## src/rtl/servo_seq_pkg.sv

```systemverilog
// servo_seq_pkg
//   Shared types and constants for the waypoint sequencer:
//     seq_state_t      - sequencer FSM states
//     BTN_ADD/SUB/HOLD - 2-bit per-channel step request encodings
//     BTN_W            - width of one channel's step request field
package servo_seq_pkg;

    typedef enum logic [1:0] {
        IDLE  = 2'd0,
        MOVE  = 2'd1,
        DWELL = 2'd2,
        DONE  = 2'd3
    } seq_state_t;

    localparam int BTN_W = 2;

    localparam logic [BTN_W-1:0] BTN_ADD  = 2'b01;
    localparam logic [BTN_W-1:0] BTN_SUB  = 2'b10;
    localparam logic [BTN_W-1:0] BTN_HOLD = 2'b00;

endpackage

```

## src/rtl/waypoint_table.sv

```systemverilog
// waypoint_table
//   DEPTH x WIDTH register file holding the waypoint path.
//   Synchronous write, combinational (same-cycle) read so the compare logic
//   always sees table[idx] without an extra pipeline stage. Not reset.
//   Ports:
//     clk      in  - clock
//     wr_en    in  - write strobe
//     wr_addr  in  - write index
//     wr_data  in  - write data (one packed waypoint)
//     rd_addr  in  - read index
//     rd_data  out - table[rd_addr]
module waypoint_table
    import servo_seq_pkg::*;
#(
    parameter int DEPTH = 8,
    parameter int WIDTH = 40
) (
    input  logic                     clk,
    input  logic                     wr_en,
    input  logic [$clog2(DEPTH)-1:0] wr_addr,
    input  logic [WIDTH-1:0]         wr_data,
    input  logic [$clog2(DEPTH)-1:0] rd_addr,
    output logic [WIDTH-1:0]         rd_data
);

    logic [WIDTH-1:0] mem [DEPTH];

    always_ff @(posedge clk) begin
        if (wr_en) begin
            mem[wr_addr] <= wr_data;
        end
    end

    assign rd_data = mem[rd_addr];

endmodule

```

## src/rtl/waypoint_sequencer.sv

```systemverilog
// waypoint_sequencer
//   Drives N servo channels through a run-time loadable table of waypoints.
//   Each channel gets an add/sub/hold step request toward table[idx]; once
//   every channel is within TOL the sequencer advances (one-shot or looping).
//   Optional feature macro: WAYPOINT_DWELL_EN builds a DWELL state that holds
//   all channels still for DWELL_CYCLES after each arrival.
//   Ports:
//     clk, rst    in  - clock, asynchronous active-high reset
//     enable      in  - run gate; low freezes the FSM and zeroes btn
//     start       in  - launch pulse (honoured in IDLE/DONE only)
//     loop        in  - wrap to index 0 after the last waypoint
//     num_points  in  - number of active table entries (0 inhibits start)
//     wr_en/wr_addr/wr_data in - table write port
//     pos         in  - current channel positions, channel k at [k*W +: W]
//     btn         out - step requests, channel k at [2k +: 2]
//     idx         out - current waypoint index
//     busy        out - moving or dwelling
//     done        out - finished a one-shot path, holding the last point
module waypoint_sequencer
    import servo_seq_pkg::*;
#(
    parameter int N            = 5,
    parameter int W            = 8,
    parameter int DEPTH        = 8,
    parameter int TOL          = 0,
    parameter int DWELL_CYCLES = 2**20
) (
    input  logic                       clk,
    input  logic                       rst,
    input  logic                       enable,
    input  logic                       start,
    input  logic                       loop,
    input  logic [$clog2(DEPTH+1)-1:0] num_points,
    input  logic                       wr_en,
    input  logic [$clog2(DEPTH)-1:0]   wr_addr,
    input  logic [N*W-1:0]             wr_data,
    input  logic [N*W-1:0]             pos,
    output logic [2*N-1:0]             btn,
    output logic [$clog2(DEPTH)-1:0]   idx,
    output logic                       busy,
    output logic                       done
);

    localparam int IW = $clog2(DEPTH);
    localparam int NW = $clog2(DEPTH+1);
    // Tolerance at W+1 bits so pos+TOL cannot wrap near the top of range.
    localparam logic [W:0] TOL_EXT = (W+1)'(TOL);

    seq_state_t         state_reg;
    logic [N*W-1:0]     target;
    logic [2*N-1:0]     cmp_btn;
    logic [N-1:0]       arrived;
    logic               all_arrived;
    logic               last_point;
    logic [IW-1:0]      adv_idx;
    seq_state_t         adv_state;

    waypoint_table #(
        .DEPTH (DEPTH),
        .WIDTH (N*W)
    ) u_table (
        .clk     (clk),
        .wr_en   (wr_en),
        .wr_addr (wr_addr),
        .wr_data (wr_data),
        .rd_addr (idx),
        .rd_data (target)
    );

    // Per-channel direction compare, unsigned at W+1 bits.
    generate
        for (genvar gi = 0; gi < N; gi++) begin : g_ch
            logic [W:0]       pos_ext;
            logic [W:0]       tgt_ext;
            logic [BTN_W-1:0] ch_btn;

            assign pos_ext = {1'b0, pos[gi*W +: W]};
            assign tgt_ext = {1'b0, target[gi*W +: W]};

            always_comb begin
                ch_btn = BTN_HOLD;
                if (pos_ext + TOL_EXT < tgt_ext) begin
                    ch_btn = BTN_ADD;
                end else if (pos_ext > tgt_ext + TOL_EXT) begin
                    ch_btn = BTN_SUB;
                end
            end

            assign cmp_btn[BTN_W*gi +: BTN_W] = ch_btn;
            assign arrived[gi]                = (ch_btn == BTN_HOLD);
        end
    endgenerate

    assign all_arrived = &arrived;

    // idx >= num_points-1 also catches num_points being shrunk below idx
    // mid-run, which is then handled like reaching the last point.
    assign last_point = (NW'(idx) + NW'(1) >= num_points);

    always_comb begin
        adv_idx   = idx + IW'(1);
        adv_state = MOVE;
        if (last_point) begin
            if (loop) begin
                adv_idx = '0;
            end else begin
                adv_idx   = idx;
                adv_state = DONE;
            end
        end
    end

`ifdef WAYPOINT_DWELL_EN
    localparam int CNT_W = (DWELL_CYCLES > 1) ? $clog2(DWELL_CYCLES) : 1;
    localparam logic [CNT_W-1:0] DWELL_LAST = CNT_W'(DWELL_CYCLES - 1);
    logic [CNT_W-1:0] dwell_cnt_reg;
`endif

    always_ff @(posedge clk or posedge rst) begin
        if (rst) begin
            state_reg <= IDLE;
            idx       <= '0;
            btn       <= '0;
            busy      <= 1'b0;
            done      <= 1'b0;
`ifdef WAYPOINT_DWELL_EN
            dwell_cnt_reg <= '0;
`endif
        end else if (!enable) begin
            // Frozen: everything holds except the step requests.
            btn <= '0;
        end else begin
            btn <= '0;
            case (state_reg)
                IDLE, DONE: begin
                    // DONE keeps servoing toward the final waypoint.
                    if (state_reg == DONE) begin
                        btn <= cmp_btn;
                    end
                    if (start && (num_points != '0)) begin
                        state_reg <= MOVE;
                        idx       <= '0;
                        busy      <= 1'b1;
                        done      <= 1'b0;
                        btn       <= '0;
                    end
                end
                MOVE: begin
                    btn <= cmp_btn;
                    if (all_arrived) begin
`ifdef WAYPOINT_DWELL_EN
                        state_reg     <= DWELL;
                        dwell_cnt_reg <= '0;
`else
                        state_reg <= adv_state;
                        idx       <= adv_idx;
                        busy      <= (adv_state == MOVE);
                        done      <= (adv_state == DONE);
`endif
                    end
                end
`ifdef WAYPOINT_DWELL_EN
                DWELL: begin
                    // Drift during the dwell is deliberately ignored.
                    if (dwell_cnt_reg == DWELL_LAST) begin
                        state_reg <= adv_state;
                        idx       <= adv_idx;
                        busy      <= (adv_state == MOVE);
                        done      <= (adv_state == DONE);
                    end else begin
                        dwell_cnt_reg <= dwell_cnt_reg + CNT_W'(1);
                    end
                end
`endif
                default: begin
                    state_reg <= IDLE;
                    busy      <= 1'b0;
                    done      <= 1'b0;
                end
            endcase
        end
    end

endmodule
```

## config.mk

```make
export PLATFORM = sky130hd
export DESIGN_NAME = waypoint_sequencer
export DESIGN_NICKNAME = d
export VERILOG_FILES = /design/src/rtl/servo_seq_pkg.sv /design/src/rtl/waypoint_table.sv /design/src/rtl/waypoint_sequencer.sv
export SDC_FILE = /design/constraint.sdc
export NUM_CORES = 1
export LEC_CHECK = 0
export CAP_MARGIN = 10
export CORE_MARGIN = 2
export CORE_UTILIZATION = 58
export DETAILED_ROUTE_END_ITERATION = 7
export PLACE_DENSITY = 0.79
export SYNTH_ARGS = -nofsm -noshare
export SYNTH_HDL_FRONTEND = slang
export SYNTH_SLANG_ARGS = --single-unit
```

## constraint.sdc

```tcl
create_clock -name clk -period 4.6 [get_ports clk]
set_input_delay 0.69 -clock clk [delete_from_list [all_inputs] [get_ports clk]]
set_output_delay 0.69 -clock clk [all_outputs]
set_load 0.02 [all_outputs]
```

======== After elaboration in Yosys (flattened, before gate mapping) ========
Memory sizes are Yosys's and may differ from the RTL's.
Index checks and enable logic that the tools add are counted.
Widths: inputs -> output; s select.
cells by class
  add/subtract/negate cells ............... 2
  $lt $le $gt $ge ......................... 11
  eq/ne operators ......................... 7
  muxes and demuxes ....................... 32
  reduce and logical (&&, ||, !) cells .... 13
operators with widths
  kind                 number
  $gt 8x8->1           5
  $lt 8x8->1           5
  $mux 10              3
  $mux 2               14
  $pmux 10 s2          1
  $logic_not 2->1      6
  $mux 3               4
  $reduce_and 5->1     2
  $mux 1               6
  $pmux 3 s2           1
  $add 3x1->4 const B  1
  $eq 2x1->1 const B   2
  $eq 2x2->1 const B   2
  $ge 4x4->1           1
  $ne 2x2->1 const B   2
  $pmux 1 s2           2
  $pmux 2 s2           1
  $reduce_bool 4->1    1
  $add 3x1->3 const B  1
  $ne 3x3->1 const B   1
  $reduce_and 3->1     1
  $reduce_bool 2->1    1
  $reduce_or 2->1      1
  $logic_and 1x1->1    1
word-level totals
  register bits ........................... 17
  bits in writable memories ............... 320
  output and inout port bits .............. 15
  memories ................................ 1
memories
  name         words  width  read ports  clocked after Yosys merged registers in  wr ports  RTL line              RTL
  u_table.mem  8      40     1           0                                        1         waypoint_table.sv:26  logic [WIDTH-1:0] mem [DEPTH];

======== Logic depth before layout (Yosys ltp) ========
Gate-level depths: netlist of run 1.
An unclocked memory read counts as a cell.
  depth after elaboration ................. 8
  depth in mapped cells ................... 13
  mapped depth without buffers ............ 11

======== Modules after synthesis ========
Synthesis of run 1 repeated with hierarchy kept, for this count alone.
unflattened totals
  cell total of the unflattened synthesis .. 705
  area, all modules ....................... 14292.5 um2
by module, submodules not included
  module              times used  cells an instance  area each (um2)
  waypoint_table      1           475                12370.6
  waypoint_sequencer  1           230                1921.8

======== Worst setup path after synthesis of run 1 ========
OpenSTA, ideal clock, no wires.
  path kind ............................... input to register
  start point ............................. in wr_addr[2]
  end point ............................... mem u_table.mem[0][0] (enable)
  setup time .............................. 0.487 ns
  arrival time ............................ 3.612 ns
  required time ........................... 4.113 ns
  slack ................................... 0.501 ns
  cell stages on the path ................. 2
  path buffers ............................ 0
  cells stage by stage .................... nand2b_1 -> nor3_1
RTL lines
  what                RTL line                  RTL
  start: declaration  waypoint_sequencer.sv:35  input logic [$clog2(DEPTH)-1:0] wr_addr,
  end: declaration    waypoint_table.sv:26
Straight into the memory's write port.

======== Final worst setup path of run 1 ========
  start point ............................. reg idx[1]
  end point ............................... reg idx[0]
on the way
  cells in the longest elaborated chain, start to end .. 8
  elaborated cells between the ends (all ways) .. 35
  those cells by class .................... add/sub (1); order compare (11); eq/ne (2); mux (13); reduce/logical (7); memory (1)
ends and longest elaborated chain
  what                               RTL line                   RTL
  start: declaration                 waypoint_sequencer.sv:39   output logic [$clog2(DEPTH)-1:0] idx,
  start signal: assignment           waypoint_sequencer.sv:156  idx <= adv_idx;
  $mem_v2 8x40                       --
  $gt 8x8->1                         waypoint_sequencer.sv:84   end else if (pos_ext > tgt_ext + TOL_EXT) begin
  $mux 2                             waypoint_sequencer.sv:84
  $mux 2                             waypoint_sequencer.sv:82   if (pos_ext + TOL_EXT < tgt_ext) begin
  $logic_not 2->1                    waypoint_sequencer.sv:90   assign arrived[gi] = (ch_btn == BTN_HOLD);
  $reduce_and 5->1                   waypoint_sequencer.sv:94   assign all_arrived = &arrived;
  $ne 2x2->1 (no source line)        --
  $reduce_and 5->1 (no source line)  --
Several ways; a longest one is shown, not always the timed one. The select of a mux whose other input is x is not followed.
A chain may end at the register's enable or synchronous reset.

==> results.json, run 1 <==
{
  "synth-main-ff-cell": "edfxtp_1",
  "rows": 56,
  "finish.utilization": 0.7045,
  "top_register": "u_table.mem",
  "die_y_um": 158.1,
  "clk_pin_slew_ps": 60,
  "holdCritPathClass": "flip-flop to flip-flop",
  "syn-num-nets": 817,
  "tightest_slew_ps": 1063,
  "path_class": "flip-flop to flip-flop",
  "yosys.area.top_type": "edfxtp_1",
  "rrSetupSlack_ps": 570,
  "drtPass1Iterations": 5,
  "grt_pass1_vias": 7436,
  "clock.fmax_mhz": 248.4,
  "multi_input_area_um2": 3632,
  "clkLatencyLatePin_ps": 510,
  "clock_skew_ps": 15.43,
  "antenna_found_initial": 1,
  "grt_usage": 0.2440,
  "p_per_area_nw_per_um2": 413.0,
  "timing.hold.ws_ps": 524.3,
  "dp_cells": 1094,
  "met1_usage": 0.3334,
  "synth_cell_types": 38,
  "gr-usage-met3": 0.05940,
  "instances_no_fill": 1155,
  "synth_edf_count": 320,
  "cts_setup_buffers": 0,
  "ant_nets": 0,
  "async_flop_share": 0.05045,
  "grt_max_degree": 49,
  "critPathRequiredTime_ps": 4980,
  "critPathMaxStageDelay_ps": 880,
  "mostFrequentLayoutCells": "edfxtp_1 (320), clkdlybuf4s50_1 (107), mux4_2 (80)",
  "cts_made_buffers": 34,
  "cts_resized": 0,
  "clockBufferDepth": 3,
  "largest_register_ffs": 320,
  "vias_per_cell": 6.145,
  "num_vias": 7097,
  "grt_pass1_wl_mm": 43.79,
  "cp_common_cell": "mux2i_1",
  "nets": 952,
  "cts_hold_buffers": 0,
  "vdd_drop_max_mv": 0.2863,
  "synth_seq_cells": 337,
  "slew_headroom": 0.2861,
  "wl_per_cell_um": 25.40,
  "synth_top_area_share": 0.6981,
  "final_common_cell": "edfxtp_1",
  "setup_violations": 0,
  "report.final.slew_viol_count": 0,
  "synth_area_per_cell_um2": 20.36,
  "r2r.worst_path.cells": 10,
  "drtIter0Drc": 556,
  "clock-root-buffer": "clkbuf_16",
  "core-area_um2": 23400,
  "ff_latch_area_um2": 10040,
  "dieWidth_um": 158.1,
  "reg2reg_from": "idx[1]$_DFFE_PP0P_",
  "io_pins": 108,
  "netlist_instances": 676,
  "crit_start": "idx[1]$_DFFE_PP0P_",
  "dieArea_um2": 24980,
  "path_cells": "buf_12 > mux4_2 > mux2i_1 > ha_1 > nand4_1 > a21oi_1 > nor3_1 > nor4_4 > a32o_2 > mux2i_1",
  "drt-total-wl_mm": 29.34,
  "drv_cap": 0,
  "period_share": 0.8753,
  "p_leak_nw": 5.649,
  "io_buffers": 107,
  "grt-busiest-layer": "met2",
  "dpl.hpwl_mm": 17.68,
  "hold_viol": 0,
  "nFillCells": 1451,
  "cts_tree": "built",
  "ys_warn_count": 0,
  "grt-ovfl-total": 0,
  "remaining_drc_errors": 0,
  "cp-start-kind": "flip-flop",
  "synth.area.top_cells": "edfxtp_1 (70%), mux4_2 (13%), ha_1 (4.4%)",
  "status": "finished clean",
  "gp_congestion": 0.7680,
  "cts_sinks": 337,
  "reg_top3": "u_table.mem x320, btn x10, idx x3",
  "endpoint": "idx[0]$_DFFE_PP0P_",
  "final_layout_size_suffix_gt1_frac": 0.2024,
  "final.min_clock_period_ps": 4026,
  "crit_slowest_cell": "dfrtp_4",
  "crit_fanout": 48,
  "rsz0062_at_grt": "no",
  "setup_tns_ps": 0,
  "synth_area_um2": 13760,
  "yosysSeqAreaShare": 0.7290,
  "h-tree-depth": 2,
  "start_util": 0.5882,
  "area_growth_pct": 19.78,
  "grtUsageMet2": 0.3938,
  "regToRegEndpoint": "idx[0]$_DFFE_PP0P_",
  "critPathCaptureType": "flip-flop",
  "arrival_ps": 4410
}
==> worst min-delay path by stage <==
stage / startpoint / to / slack, ps / cells past startpoint
after CTS: busy$_DFFE_PP0P_ / busy$_DFFE_PP0P_ / 520 / 1
after floorplan: state_reg[1]$_DFFE_PP0P_ / state_reg[1]$_DFFE_PP0P_ / 530 / 2
final: busy$_DFFE_PP0P_ / busy$_DFFE_PP0P_ / 520 / 1
after global placement: busy$_DFFE_PP0P_ / busy$_DFFE_PP0P_ / 510 / 1
after global routing: busy$_DFFE_PP0P_ / busy$_DFFE_PP0P_ / 540 / 1
after detailed placement: busy$_DFFE_PP0P_ / busy$_DFFE_PP0P_ / 510 / 1
==> synth_stat cells (2+ instances only) <==
library cell    n
nor3_2          3
clkbuf_1       13
a21oi_1        15
a21o_1          2
nand2b_1        5
nor3_1          9
o211ai_1        5
mux2i_1        37
nor2b_1         6
ha_1           48
mux4_2         80
nor4_4          2
nand4_1        12
inv_1          14
buf_2           8
a21oi_2         4
nor2_1         15
nor2b_2         3
a21boi_0        3
dfrtp_1        17
buf_1           2
nor4_1          5
nand2_1        25
nand3_1        10
edfxtp_1      320
==> logic make-up after synthesis <==
| family | after synthesis | synth area share |
|---|---|---|
| fa+ha+maj | 48 | 0.04363 |
| buf+inv | 38 | 0.01109 |
| flops | 337 | 0.7290 |
| simple gates | 97 | 0.03863 |
| mux | 118 | 0.1589 |
| compound gates | 38 | 0.01873 |
==> cell type report <==
type,instances,area share
clock inverter,9,0.006982
timing repair buffer,122,0.07407
multi-input combinational,301,0.2203
antenna,1,0.0001518
inverter,15,0.003415
clock buffer,51,0.06177
tap,319,0.02421
sequential,337,0.6091
==> worst max-delay path: cells and delay by family (launching register included) <==
family	cells	cell delay, ps
AOI/OAI and AO/OA	2	380
adders and majority gates	1	290
and+or+nand+nor	3	1120
buffers and inverters	1	320
DFF	1	880
muxes	3	840
==> per-layer routing <==
metal	up-vias	wire length (µm)
li1	3069	-
met3	54	2394
met1	3657	11890
met5	-	0
met4	0	759
met2	317	14290
==> stage by stage <==
step / total power, W / worst slack (ps) / instance area (µm²)
6_report: 0.006810 / 573.8 / 16490
5_1_grt: 0.006995 / 391.1 / 16480
3_3_place_gp: 0.004061 / 806.5 / 15350
2_1_floorplan: 0.003820 / 501.0 / 13760
4_1_cts: 0.006843 / 688.5 / 16480
3_5_place_dp: 0.004086 / 716.8 / 15350
==> power breakdown <==
part	total [W]	switching (W)	internal, W
clock network	0.00278	0.00109	0.00170
registers	0.00354	0.0000493	0.00349
logic	0.000487	0.000261	0.000227
(Power assumes the default switching activity.)
==> inputs of run 2 (changes only) <==
- CORE_ASPECT_RATIO: unset -> 0.9
==> results.json, run 2 (synthesis results as in run 1) <==
{
  "num_vias": 7043,
  "cts_sinks": 337,
  "min_path_cells": 1,
  "crit_slowest_cell": "dfrtp_4",
  "clock.fmax_mhz": 254.4,
  "area_growth_pct": 19.42,
  "dpl.hpwl_mm": 17.64,
  "instances_no_fill": 1145,
  "grt_usage": 0.2399,
  "critPathRequiredTime_ps": 4980,
  "crit_buf_inv": 1,
  "io_buffers": 107,
  "grt-ovfl-total": 0,
  "start_util": 0.5897,
  "arrival_ps": 4310,
  "final.min_clock_period_ps": 3930,
  "final_layout_size_suffix_gt1_frac": 0.2069,
  "crit_fanout": 36,
  "period_share": 0.8545,
  "slew_headroom": 0.3919,
  "setup_ws_ps": 669.5,
  "critPathCaptureType": "flip-flop",
  "holdCritPathClass": "flip-flop to flip-flop",
  "postPlaceCellArea_um2": 15350,
  "path_delay_family": "multiplexers",
  "clk_pin_slew_ps": 60,
  "remaining_drc_errors": 0,
  "status": "finished clean",
  "die_y_um": 150.1,
  "switching_power_w": 0.001420,
  "nets": 957,
  "r2r.worst_path.cells": 10,
  "cts_hold_buffers": 0,
  "rows": 53,
  "place_ws_ps": 628.1,
  "internal-power_w": 0.005293,
  "path_class": "flip-flop to flip-flop",
  "largest_register_ffs": 320,
  "vias_per_cell": 6.151,
  "drt-total-wl_mm": 29.22,
  "clkPwrFrac": 0.399,
  "reg_top3": "u_table.mem x320, btn x10, idx x3",
  "cts_tree": "built",
  "setup_violations": 0,
  "cts_resized": 0,
  "hold_viol": 0,
  "grt_max_degree": 62,
  "clkLatencyLatePin_ps": 510,
  "clock-root-buffer": "clkbuf_16",
  "vdd_drop_max_mv": 0.2917,
  "grt_pass1_wl_mm": 44.04,
  "wl_per_cell_um": 25.52,
  "drtPass1Iterations": 5,
  "mostFrequentLayoutCells": "edfxtp_1 (320), clkdlybuf4s50_1 (107), mux4_2 (80)",
  "grt_pass1_vias": 7539,
  "crit_cells": 10,
  "clockBufferDepth": 3,
  "swShare": 0.2115,
  "final_common_cell": "edfxtp_1",
  "drtIter0Drc": 683,
  "antenna_found_initial": 2,
  "h-tree-depth": 2,
  "p_leak_nw": 5.654,
  "top_register": "u_table.mem",
  "report.final.slew_viol_count": 0,
  "dp_cells": 1081,
  "gp_congestion": 0.8550,
  "drv_cap": 0,
  "dieWidth_um": 166.4,
  "clock_skew_ps": 17.56,
  "ant_nets": 0,
  "path_cells": "buf_4 > mux4_2 > mux2i_1 > ha_1 > a21oi_1 > a21boi_0 > nor3_2 > nor4_4 > a21oi_2 > mux2_4",
  "setup_tns_ps": 0,
  "critPathMaxStageDelay_ps": 890,
  "p_per_area_nw_per_um2": 408.4,
  "cp-start-kind": "flip-flop",
  "rsz0062_at_grt": "no",
  "core-area_um2": 23340,
  "pwr-share-seq": 0.527,
  "cts_made_buffers": 35,
  "cts_setup_buffers": 0,
  "dieArea_um2": 24980,
  "io_pins": 108,
  "tightest_slew_ps": 910.0,
  "power_frac_comb": 0.073,
  "post-route-cell-area_um2": 16440
}
[run 2: changes by cell type in the layout (fill, tap and decap cells not counted)]
cell       before  now
buf_4          12   17
clkinv_1        4    8
inv_8           0    1
inv_6           0    3
clkinv_2        2    5
clkbuf_8        4    0
clkbuf_1       10    7
diode_2         1    2
clkbuf_16      37   35
buf_12          3    2
[run 2: cell type report]
type | instances | area [µm²]
multi-input combinational | 301 | 3632
clock buffer | 42 | 902.1
sequential | 337 | 10040
tap | 302 | 377.9
clock inverter | 20 | 182.7
timing repair buffer | 126 | 1239
inverter | 15 | 56.30
antenna | 2 | 5.005
fill | 1419 | 6905
[run 2: worst paths after layout]
path,start,end,slack (ps)
max,idx[0]$_DFFE_PP0P_,busy$_DFFE_PP0P_,670
min,busy$_DFFE_PP0P_,busy$_DFFE_PP0P_,550
min reg2reg,busy$_DFFE_PP0P_,busy$_DFFE_PP0P_,550
min in group asynchronous,rst,btn[8]$_DFF_PP0_,600
max in group asynchronous,rst,idx[1]$_DFFE_PP0P_,3450
max reg2reg,idx[0]$_DFFE_PP0P_,busy$_DFFE_PP0P_,670
[run 2: worst reg2reg max path, stage by stage, from the launching register on]
cell      delay, ps
dfrtp_4         890
buf_4           420
mux4_2          550
mux2i_1         150
ha_1            180
a21oi_1          70
a21boi_0        390
nor3_2          160
nor4_4          530
a21oi_2         150
mux2_4          320
[run 2: stage by stage]
stage / utilization / hold WS, ps / power (W)
2_1_floorplan: - / 533.5 / 0.003820
5_1_grt: 0.7040 / 575.7 / 0.006919
6_report: 0.7042 / 552.6 / 0.006714
3_5_place_dp: 0.6575 / 535.7 / 0.004089
4_1_cts: 0.7040 / 549.3 / 0.006753
3_3_place_gp: 0.6575 / 528.8 / 0.004062
[run 2: power groups by stage]
stage                     Combinational [W]  Clock, W  Sequential (W)
after floorplan                    0.000203         0         0.00362
after global placement             0.000470         0         0.00359
after global routing               0.000530   0.00284         0.00355
after CTS                          0.000493   0.00272         0.00354
final                              0.000493   0.00268         0.00354
after detailed placement           0.000487         0         0.00360
[run 2: routing by layer]
layer / wire (µm) / track usage
met2: 14330 / 0.3973
met3: 2431 / 0.05757
met5: 0 / 0
met4: 499 / 0.06250
met1: 11950 / 0.3283
